**src/rtl/imm_pkg.sv**
```systemverilog
// imm_pkg
// Shared constants for the immediate generator pipeline: RV32I/RV64I major
// opcodes and the 3-bit format code attached to every extracted immediate.
// No ports; imported by immediate_decode and immediate_generator_pipe.
package imm_pkg;

    // Major opcodes, INSTRUCTION[6:0]
    localparam logic [6:0] OP_IMM = 7'b0010011;
    localparam logic [6:0] LOAD   = 7'b0000011;
    localparam logic [6:0] JALR   = 7'b1100111;
    localparam logic [6:0] STORE  = 7'b0100011;
    localparam logic [6:0] BRANCH = 7'b1100011;
    localparam logic [6:0] LUI    = 7'b0110111;
    localparam logic [6:0] AUIPC  = 7'b0010111;
    localparam logic [6:0] JAL    = 7'b1101111;
    localparam logic [6:0] SYSTEM = 7'b1110011;

    // Format code presented on FORMAT
    typedef enum logic [2:0] {
        FMT_NONE  = 3'd0,
        FMT_I     = 3'd1,
        FMT_S     = 3'd2,
        FMT_B     = 3'd3,
        FMT_U     = 3'd4,
        FMT_J     = 3'd5,
        FMT_SHAMT = 3'd6,
        FMT_CSR   = 3'd7
    } fmt_t;

endpackage

```
**src/rtl/immediate_decode.sv**
```systemverilog
// immediate_decode
// Purely combinational extraction of the immediate carried by one RV32I/RV64I
// instruction word, together with its format code and an illegal-encoding flag.
// Ports:
//   INSTRUCTION [31:0]     raw instruction word
//   IMMEDIATE   [XLEN-1:0] extracted immediate (sign- or zero-extended)
//   FORMAT      [2:0]      fmt_t code of the recognised format
//   ILLEGAL                shift amount not representable for this XLEN
module immediate_decode
    import imm_pkg::*;
#(
    parameter int XLEN = 32
) (
    input  logic [31:0]     INSTRUCTION,
    output logic [XLEN-1:0] IMMEDIATE,
    output logic [2:0]      FORMAT,
    output logic            ILLEGAL
);

    // Widen a 32-bit value to XLEN by replicating its bit 31.
    function automatic logic [XLEN-1:0] sext32(input logic [31:0] v);
        logic [XLEN-1:0] r;
        r       = {XLEN{v[31]}};
        r[31:0] = v;
        return r;
    endfunction

    // Widen a 32-bit value to XLEN with zeros.
    function automatic logic [XLEN-1:0] zext32(input logic [31:0] v);
        logic [XLEN-1:0] r;
        r       = {XLEN{1'b0}};
        r[31:0] = v;
        return r;
    endfunction

    logic [6:0]      opcode_s;
    logic [2:0]      funct3_s;
    logic            sign_s;
    logic [XLEN-1:0] imm_s;
    fmt_t            fmt_s;
    logic            ill_s;

    assign opcode_s = INSTRUCTION[6:0];
    assign funct3_s = INSTRUCTION[14:12];
    assign sign_s   = INSTRUCTION[31];

    // Format selection and field reassembly by major opcode.
    always_comb begin
        imm_s = {XLEN{1'b0}};
        fmt_s = FMT_NONE;
        ill_s = 1'b0;
        case (opcode_s)
            OP_IMM: begin
                if ((funct3_s == 3'b001) || (funct3_s == 3'b101)) begin
                    fmt_s = FMT_SHAMT;
                    if (XLEN == 64) begin
                        imm_s = zext32({26'd0, INSTRUCTION[25:20]});
                    end else if (INSTRUCTION[25]) begin
                        // 6-bit shift amount on a 32-bit datapath
                        ill_s = 1'b1;
                        imm_s = {XLEN{1'b0}};
                    end else begin
                        imm_s = zext32({27'd0, INSTRUCTION[24:20]});
                    end
                end else begin
                    fmt_s = FMT_I;
                    imm_s = sext32({{20{sign_s}}, INSTRUCTION[31:20]});
                end
            end
            LOAD, JALR: begin
                fmt_s = FMT_I;
                imm_s = sext32({{20{sign_s}}, INSTRUCTION[31:20]});
            end
            STORE: begin
                fmt_s = FMT_S;
                imm_s = sext32({{20{sign_s}}, INSTRUCTION[31:25], INSTRUCTION[11:7]});
            end
            BRANCH: begin
                fmt_s = FMT_B;
                imm_s = sext32({{19{sign_s}}, INSTRUCTION[31], INSTRUCTION[7],
                                INSTRUCTION[30:25], INSTRUCTION[11:8], 1'b0});
            end
            LUI, AUIPC: begin
                fmt_s = FMT_U;
                imm_s = sext32({INSTRUCTION[31:12], 12'd0});
            end
            JAL: begin
                fmt_s = FMT_J;
                imm_s = sext32({{11{sign_s}}, INSTRUCTION[31], INSTRUCTION[19:12],
                                INSTRUCTION[20], INSTRUCTION[30:21], 1'b0});
            end
            SYSTEM: begin
                // Only the immediate CSR forms carry a zimm in the rs1 field
                if (funct3_s[2] && (funct3_s[1:0] != 2'b00)) begin
                    fmt_s = FMT_CSR;
                    imm_s = zext32({27'd0, INSTRUCTION[19:15]});
                end else begin
                    fmt_s = FMT_NONE;
                    imm_s = {XLEN{1'b0}};
                end
            end
            default: begin
                imm_s = {XLEN{1'b0}};
                fmt_s = FMT_NONE;
                ill_s = 1'b0;
            end
        endcase
    end

    assign IMMEDIATE = imm_s;
    assign FORMAT    = fmt_s;
    assign ILLEGAL   = ill_s;

endmodule

```
**src/rtl/immediate_generator_pipe.sv**
```systemverilog
// immediate_generator_pipe
// Registered immediate generator between fetch and decode/execute. Accepts one
// instruction per cycle on a valid/ready handshake, decodes its immediate and
// presents it one cycle later. An output register plus one skid register keep
// results in FIFO order under downstream stalls; IN_READY depends only on
// registered state, never on OUT_READY.
// Ports:
//   CLK, RESET (sync, active-high), FLUSH (sync discard of buffered entries)
//   IN_VALID/IN_READY, INSTRUCTION[31:0], IN_TAG[TAG_W-1:0]      input side
//   OUT_VALID/OUT_READY, IMMEDIATE[XLEN-1:0], FORMAT[2:0],
//   ILLEGAL, OUT_TAG[TAG_W-1:0]                                  output side
module immediate_generator_pipe
    import imm_pkg::*;
#(
    parameter int XLEN  = 32,
    parameter int TAG_W = 8
) (
    input  logic             CLK,
    input  logic             RESET,
    input  logic             FLUSH,
    input  logic             IN_VALID,
    output logic             IN_READY,
    input  logic [31:0]      INSTRUCTION,
    input  logic [TAG_W-1:0] IN_TAG,
    output logic             OUT_VALID,
    input  logic             OUT_READY,
    output logic [XLEN-1:0]  IMMEDIATE,
    output logic [2:0]       FORMAT,
    output logic             ILLEGAL,
    output logic [TAG_W-1:0] OUT_TAG
);

    logic [XLEN-1:0]  dec_imm_s;
    logic [2:0]       dec_fmt_s;
    logic             dec_ill_s;
    logic             accept_s;
    logic             drain_s;

    logic             out_valid_r;
    logic [XLEN-1:0]  out_imm_r;
    logic [2:0]       out_fmt_r;
    logic             out_ill_r;
    logic [TAG_W-1:0] out_tag_r;

    logic             skid_valid_r;
    logic [XLEN-1:0]  skid_imm_r;
    logic [2:0]       skid_fmt_r;
    logic             skid_ill_r;
    logic [TAG_W-1:0] skid_tag_r;

    // Mirrors !skid_valid as a flop so IN_READY has no path from OUT_READY
    logic             in_ready_r;

    immediate_decode #(
        .XLEN (XLEN)
    ) u_decode (
        .INSTRUCTION (INSTRUCTION),
        .IMMEDIATE   (dec_imm_s),
        .FORMAT      (dec_fmt_s),
        .ILLEGAL     (dec_ill_s)
    );

    // RESET only masks the registered ready so it reads 0 during reset and
    // 1 immediately after it is released.
    assign IN_READY = in_ready_r & ~RESET;
    assign accept_s = IN_VALID & IN_READY;
    assign drain_s  = out_valid_r & OUT_READY;

    // Output register, skid register and ready flag.
    always_ff @(posedge CLK) begin
        if (RESET) begin
            out_valid_r  <= 1'b0;
            out_imm_r    <= {XLEN{1'b0}};
            out_fmt_r    <= FMT_NONE;
            out_ill_r    <= 1'b0;
            out_tag_r    <= {TAG_W{1'b0}};
            skid_valid_r <= 1'b0;
            skid_imm_r   <= {XLEN{1'b0}};
            skid_fmt_r   <= FMT_NONE;
            skid_ill_r   <= 1'b0;
            skid_tag_r   <= {TAG_W{1'b0}};
            in_ready_r   <= 1'b1;
        end else if (FLUSH) begin
            // Any instruction offered in this cycle is dropped as well
            out_valid_r  <= 1'b0;
            skid_valid_r <= 1'b0;
            in_ready_r   <= 1'b1;
        end else if (!out_valid_r || drain_s) begin
            // Output slot is free at this edge: refill oldest-first
            if (skid_valid_r) begin
                out_valid_r  <= 1'b1;
                out_imm_r    <= skid_imm_r;
                out_fmt_r    <= skid_fmt_r;
                out_ill_r    <= skid_ill_r;
                out_tag_r    <= skid_tag_r;
                skid_valid_r <= 1'b0;
                in_ready_r   <= 1'b1;
            end else if (accept_s) begin
                out_valid_r  <= 1'b1;
                out_imm_r    <= dec_imm_s;
                out_fmt_r    <= dec_fmt_s;
                out_ill_r    <= dec_ill_s;
                out_tag_r    <= IN_TAG;
            end else begin
                out_valid_r  <= 1'b0;
            end
        end else if (accept_s) begin
            // Output stalled: park the new result in the skid slot
            skid_valid_r <= 1'b1;
            skid_imm_r   <= dec_imm_s;
            skid_fmt_r   <= dec_fmt_s;
            skid_ill_r   <= dec_ill_s;
            skid_tag_r   <= IN_TAG;
            in_ready_r   <= 1'b0;
        end else begin
            in_ready_r   <= ~skid_valid_r;
        end
    end

    assign OUT_VALID = out_valid_r;
    assign IMMEDIATE = out_imm_r;
    assign FORMAT    = out_fmt_r;
    assign ILLEGAL   = out_ill_r;
    assign OUT_TAG   = out_tag_r;

endmodule

```
**config.mk**
```make
export PLATFORM = sky130hd
export DESIGN_NAME = immediate_generator_pipe
export DESIGN_NICKNAME = d
export VERILOG_FILES = /design/src/rtl/imm_pkg.sv /design/src/rtl/immediate_decode.sv /design/src/rtl/immediate_generator_pipe.sv
export SDC_FILE = /design/constraint.sdc
export NUM_CORES = 1
export LEC_CHECK = 0
export ABC_AREA = 1
export BUFFER_PORTS_ARGS = -buffer_cell sky130_fd_sc_hd__buf_2
export CAP_MARGIN = 20
export CORE_MARGIN = 2
export CORE_UTILIZATION = 52
export DETAILED_ROUTE_END_ITERATION = 10
export HOLD_SLACK_MARGIN = 0.12
export MAX_ROUTING_LAYER = met4
export PLACE_DENSITY = 0.83
export REMOVE_ABC_BUFFERS = 1
export SYNTH_ARGS = -nofsm -noshare
export SYNTH_HDL_FRONTEND = slang
export SYNTH_HIERARCHICAL = 1
export SYNTH_SLANG_ARGS = --single-unit
```
**constraint.sdc**
```tcl
create_clock -name CLK -period 1.4 [get_ports CLK]
set_input_delay 0.21 -clock CLK [delete_from_list [all_inputs] [get_ports CLK]]
set_output_delay 0.21 -clock CLK [all_outputs]
set_load 0.03 [all_outputs]
```
==> run_results.csv, run 1 <==
group,metric,value,unit
status,outcome,"finished, final reports clean",
sta,relSlewSlack,73.6,%
final_layout,layout-drive-gt1-share,20.7,%
global_routing,grt_pass1_vias,5067,
critical_path,crit_start,"OUT_VALID",
critical_path,cp_max_fo,28,
floorplanning,start_util,53.5,%
sta,finalSetupTns,0,ns
critical_path,crit_type,"reg2reg",
global_routing,antenna_found_initial,0,
clock_network,cts_buffer_depth,2,
sta,worst_pin_slew,0.396,ns
sta,fin_crit,1.31,ns
yosys,synthTopCellsByArea,"dfxtp_1 33%, nor2_1 18%, nand2_1 16%",
drt,vias,5791,
clock_network,cts_tree,"done",
flow_run,max-cap-violations,0,
pwr,p_leak,3.64,nW
drt,route.met3.wl,884,µm
global_routing,grt.total_usage,25.0,%
critical_path,cp.required,1.69,ns
sta,maxSlewViolCount,0,
drt,met1Wirelength,6.52,mm
hold_path,hold_path_depth,5,
critical_path,crit-reg2reg-launch,"OUT_VALID",
yosys,syn_avg_cell_area,5.79,µm²
clock_network,clk_pin_slew,0.10,ns
final_layout,finalNetCount,1091,
clock_network,root_buffer,"clkbuf_8",
final_layout,antenna_cells,0,
yosys,yosysUniqueCellTypes,29,
pwr,peakVddDrop,530,µV
drt,drt_iter0_markers,443,
yosys,synth_area_leader_cell,"dfxtp_1",
sta,rsz0062_at_grt,"true",
drt,ant_nets,0,
drt,drcViolationCount,0,
yosys,ys_seq_elements,91,
global_routing,grt_pass1_wl,22.7,mm
critical_path,r2r.worst_path.cells,6,
drt,route.detailed.wl_per_inst,11.8,µm
placement,gp_congestion,0.971,
final_layout,mostFrequentLayoutCells,"263 x nor2_1, 227 x nand2_1, 123 x inv_1, 89 x dfxtp_1, 88 x buf_2",
drt,viasPerCell,4.88,
placement,portBuffers,90,
placement,dp_hpwl,9.06,mm
sta,finalHoldWorstSlack,0.130,ns
floorplanning,core_area,0.0103,mm²
drt,firstDrtPassIters,5,
final_layout,final_common_cell,"nor2_1",
floorplanning,rows,37,
drt,top_layer,"met4",
yosys,synth.top_cell.area_share,33.1,%
sta,setup_viol,0,
floorplanning,io_pins,91,
final_layout,area_delta_synth_final,21.1,%
clock_network,clock_sinks,91,
clock_network,clk_latency,0.38,ns
critical_path,cp_data_arrival_time,1.59,ns
yosys,netlist_instances,949,
clock_network,cts_made_buffers,9,
critical_path,end_kind,"register",
global_routing,grt-ovfl-total,0,
floorplanning,dieWidth,107,µm
drt,wl_met2,6.24,mm
clock_network,cts.hold.buffers_added,0,
clock_network,htree_levels,3,
pwr,power_per_cell_area,828,mW/mm²
yosys,syn_area,0.00550,mm²
global_routing,grt_max_degree,89,
sta,fmax,766,MHz
floorplanning,die_area,0.0114,mm²
drt,finalWirelength,14.0,mm
sta,clock_skew,0.0161,ns
yosys,ys_seq_area_share,33.1,%
hold_path,hp-start,"IN_TAG[3]",
final_layout,final_core_util,64.8,%
critical_path,critPathLaunchType,"register",
floorplanning,die_h,107,µm
sta,finalHoldViolations,0,
hold_path,min_path_type,"in2reg",
sta,min_period_over_period,93.3,%
yosys,yosysWarnings,6,
-- layer usage --
metal  vias to the layer above  GRT usage (%)
li1                       3028              -
met1                      2540           33.1
met2                       191           38.4
met3                        32           4.80
met4                         0           8.44
met5                         -              -
-- through the flow --
stage               cells  worst slack [ns]  instance area, µm²  total power, mW
floorplan             899             -1.71                5230             3.29
detailed placement   1163            -0.313                6230             3.61
CTS                  1179            0.0511                6430             5.49
finish               1187            0.0944                6660             5.52
global route         1187           -0.0475                6660             5.76
global placement     1163            -0.287                6230             3.60
-- state kept, by name (all words and copies together) (netlist names) --
name,cells
IMMEDIATE,32
skid_fmt_r,3
OUT_VALID,1
skid_ill_r,1
FORMAT,3
ILLEGAL,1
skid_tag_r,8
OUT_TAG,8
skid_valid_r,1
in_ready_r,1
skid_imm_r,32
-- cell usage after synthesis --
library cell  instances
nor2_1              269
nand2_1             234
inv_1               128
dfxtp_1              91
nand3_1              68
a21oi_1              52
buf_2                24
nand2_2              14
buf_1                10
nand4_1              10
clkbuf_1              8
inv_2                 5
nor2_4                5
buf_4                 4
nor2_2                4
buf_6                 3
nand3_2               3
o21ai_0               3
inv_4                 2
nand2_4               2
nor2_8                2
a21boi_0              1
a21oi_4               1
buf_8                 1
nand2_8               1
nand3b_1              1
nor3_1                1
o21ai_2               1
or2_2                 1
-- cells by family (layout without fill, tap and decap cells) --
group / count (synthesis) / in the layout / synth area share, %
flops: 91 / 91 / 33.1
compound gates: 58 / 58 / 5.60
buf+inv: 185 / 286 / 14.2
simple gates: 615 / 616 / 47.1
-- critical path: stages, from the launching register on --
cell	delay (ns)
dfxtp_2	0.38
nand3b_1	0.13
nor2_4	0.27
clkbuf_16	0.27
nand2_1	0.06
nand2_1	0.05
nor2_1	0.04
-- what timing repair did --
action,CTS,global route
gates resized for setup,0,48
endpoints found under the setup margin,0,62
setup buffers,0,6
hold endpoints to repair,0,0
-- cell type report --
type	count	area, µm²
clock buffer	10	138
multi-input combinational	674	3010
timing repair buffer	135	921
inverter	135	522
sequential	91	1830
tap	136	170
clock inverter	6	70.1
fill	963	3620
-- path summary, 6_finish.rpt --
path                                      end  slack [ns]
worst max-delay path            skid_imm_r[8]        0.09
worst min-delay path            skid_tag_r[3]        0.13
worst max register to register  skid_imm_r[8]        0.09
worst min register to register   IMMEDIATE[3]        0.48
-- where the power goes --
| part | total (mW) | switching, mW | internal [mW] | leakage (nW) |
|---|---|---|---|---|
| Combinational | 0.900 | 0.596 | 0.304 | 2.80 |
| Sequential | 2.69 | 0.0364 | 2.66 | 0.740 |
| Clock | 1.92 | 1.03 | 0.894 | 0.108 |
| Total | 5.52 | 1.66 | 3.86 | 3.64 |
No activity file was read; power rests on OpenSTA's default activity.
==> run 2: changes to the inputs <==
CORE_UTILIZATION = 57   (was 52)
PLACE_DENSITY = 0.87   (was 0.83)
clock period = 1.5 ns   (was 1.4 ns; I/O delays follow)
==> run_results.csv, run 2 (same netlist as run 1, synthesis figures left out) <==
group,metric,value,unit
status,outcome,"finished, final reports clean",
critical_path,r2r.worst_path.cells,6,
sta,clock_skew,0.0124,ns
sta,fin_crit,1.34,ns
critical_path,cp.required,1.80,ns
pwr,combPwrFrac,16.0,%
floorplanning,core_area,0.00928,mm²
drt,vias,5582,
critical_path,crit_type,"in2reg",
drt,finalWirelength,12.5,mm
pwr,p_leak,3.58,nW
floorplanning,io_pins,91,
sta,fmax,748,MHz
sta,setup_viol,0,
global_routing,grt-ovfl-total,0,
drt,firstDrtPassIters,5,
clock_network,clk_pin_slew,0.10,ns
pwr,p_int,3.54,mW
drt,drcViolationCount,0,
hold_path,min_to,"skid_tag_r[2]",
critical_path,cpMostUsedCell,"nor2_1",
clock_network,root_buffer,"clkbuf_8",
critical_path,cp_data_arrival_time,1.63,ns
floorplanning,start_util,59.2,%
clock_network,cts_buffer_depth,2,
final_layout,mostFrequentLayoutCells,"269 x nor2_1, 234 x nand2_1, 128 x inv_1, 90 x dfxtp_1, 90 x buf_2",
pwr,peakVddDrop,535,µV
drt,route.detailed.wl_per_inst,10.6,µm
final_layout,final_common_cell,"nor2_1",
hold_path,hold_path_depth,5,
pwr,seqPwrFrac,49.9,%
critical_path,path_buf_inv,4,
pwr,p_sw,1.50,mW
global_routing,grt_pass1_vias,4742,
critical_path,crit_path_top_delay_cell,"nor2_2",
critical_path,crit_chain,"buf_2, inv_1, nand3_2, nor2_2, nor2_4, nand3_2, nand2_4, buf_4, nand2_1, inv_1, nor2_1, nor2_1, nand3_1, nand2_1, nor2_1",
drt,viasPerCell,4.77,
pwr,switching_share,29.7,%
sta,min_period_over_period,89.2,%
floorplanning,die_h,102,µm
final_layout,antenna_cells,0,
critical_path,reg2reg_slack,0.19,ns
final_layout,finalNetCount,1082,
global_routing,antenna_found_initial,0,
critical_path,r2r_end,"skid_fmt_r[2]",
global_routing,grt_pass1_wl,21.4,mm
clock_network,htree_levels,3,
final_layout,fillers,877,
clock_network,ctsResizeCount,0,
flow_run,max-cap-violations,0,
critical_path,cpPeakStageDelay,0.19,ns
final_layout,area_delta_synth_final,17.0,%
drt,drt_iter0_markers,249,
hold_path,min_path_type,"in2reg",
clock_network,cts_tree,"done",
critical_path,cp_max_fo,5,
sta,relSlewSlack,74.3,%
floorplanning,rows,35,
placement,gp_congestion,0.940,
sta,finalSetupTns,0,ns
clock_network,clock_sinks,91,
floorplanning,die_area,0.0104,mm²
final_layout,layout-drive-gt1-share,17.8,%
critical_path,critPathLaunchType,"input pin",
clock_network,cts_made_buffers,9,
sta,maxSlewViolCount,0,
placement,dp_hpwl,8.68,mm
sta,rsz0062_at_grt,"true",
pwr,clkPwrFrac,34.1,%
floorplanning,dieWidth,102,µm
critical_path,end_kind,"register",
pwr,power_per_cell_area,782,mW/mm²
sta,finalHoldViolations,0,
global_routing,grt_max_degree,89,
drt,ant_nets,0,
clock_network,clk_latency,0.36,ns
final_layout,final_area,0.00644,mm²
hold_path,hp-start,"IN_TAG[2]",
placement,place_area,0.00623,mm²
critical_path,critPathTopFamily,"simple AND/OR/NAND/NOR gates",
global_routing,grt.total_usage,26.0,%
critical_path,crit-reg2reg-launch,"OUT_VALID",
sta,worst_pin_slew,0.386,ns
placement,portBuffers,90,
[run 2: cell count changes in the layout (fill, tap and decap cells not counted), sizes merged]
cell,before,now
buf,134,127
clkbuf,11,9
clkinvlp,0,2
inv,138,137
nand2,252,251
[run 2: worst register-to-register path: stages (launching register included)]
cell and delay (ns):
dfxtp_1 0.43, nand3b_1 0.16, nor2_4 0.16, buf_4 0.27, nand2_1 0.08, nand2_1 0.07, nor2_1 0.04
[run 2: final cells by class]
class	instances	area, µm²	area share, %
inverters	135	512	7.95
flip-flops and latches	91	1820	28.3
multi-input cells	673	2900	45.0
clock buffers	9	124	1.92
clock inverters	7	76.3	1.19
well taps	129	161	2.51
repair buffers	127	841	13.1
[run 2: worst max path at each step]
stage | start | end | slack [ns] | cells after the start
after floorplan | skid_valid_r | in_ready_r | -1.61 | 5
after global placement | INSTRUCTION[2] | IMMEDIATE[30] | -0.17 | 15
after detailed placement | INSTRUCTION[4] | IMMEDIATE[1] | -0.19 | 15
after CTS | INSTRUCTION[4] | IMMEDIATE[22] | 0.18 | 15
after global routing | INSTRUCTION[6] | IMMEDIATE[0] | -0.0006 | 14
final | INSTRUCTION[4] | IMMEDIATE[22] | 0.16 | 15
[run 2: power groups by stage]
stage / Sequential (mW) / Clock, mW / Combinational, mW
floorplan: 2.69 / 0 / 0.374
global placement: 2.57 / 0 / 0.792
detailed placement: 2.57 / 0 / 0.801
CTS: 2.52 / 1.76 / 0.804
global route: 2.52 / 1.85 / 0.895
finish: 2.51 / 1.72 / 0.805
[run 2: metrics by stage]
step                util, %  cells  total power, mW  setup WS [ns]  hold slack [ns]
global route           69.3   1171             5.27      -0.000576            0.185
finish                 69.3   1171             5.04          0.163            0.168
detailed placement     67.1   1154             3.37         -0.195            0.463
floorplan                 -    899             3.07          -1.61            0.421
global placement       67.1   1154             3.36         -0.166            0.453
CTS                    69.2   1170             5.07          0.183            0.160
[run 2: per-layer routing]
layer	track usage (%)	share of wire, %	up-vias
met4	6.97	1.3	0
met2	41.7	46	165
met1	34.7	47	2392
li1	-	-	3007
met5	-	0	-
met3	3.42	5.4	18
[run 2: repair_timing]
action,CTS,global route
endpoints found under the setup margin,0,5
buffers inserted,0,1
hold buffers,0,0
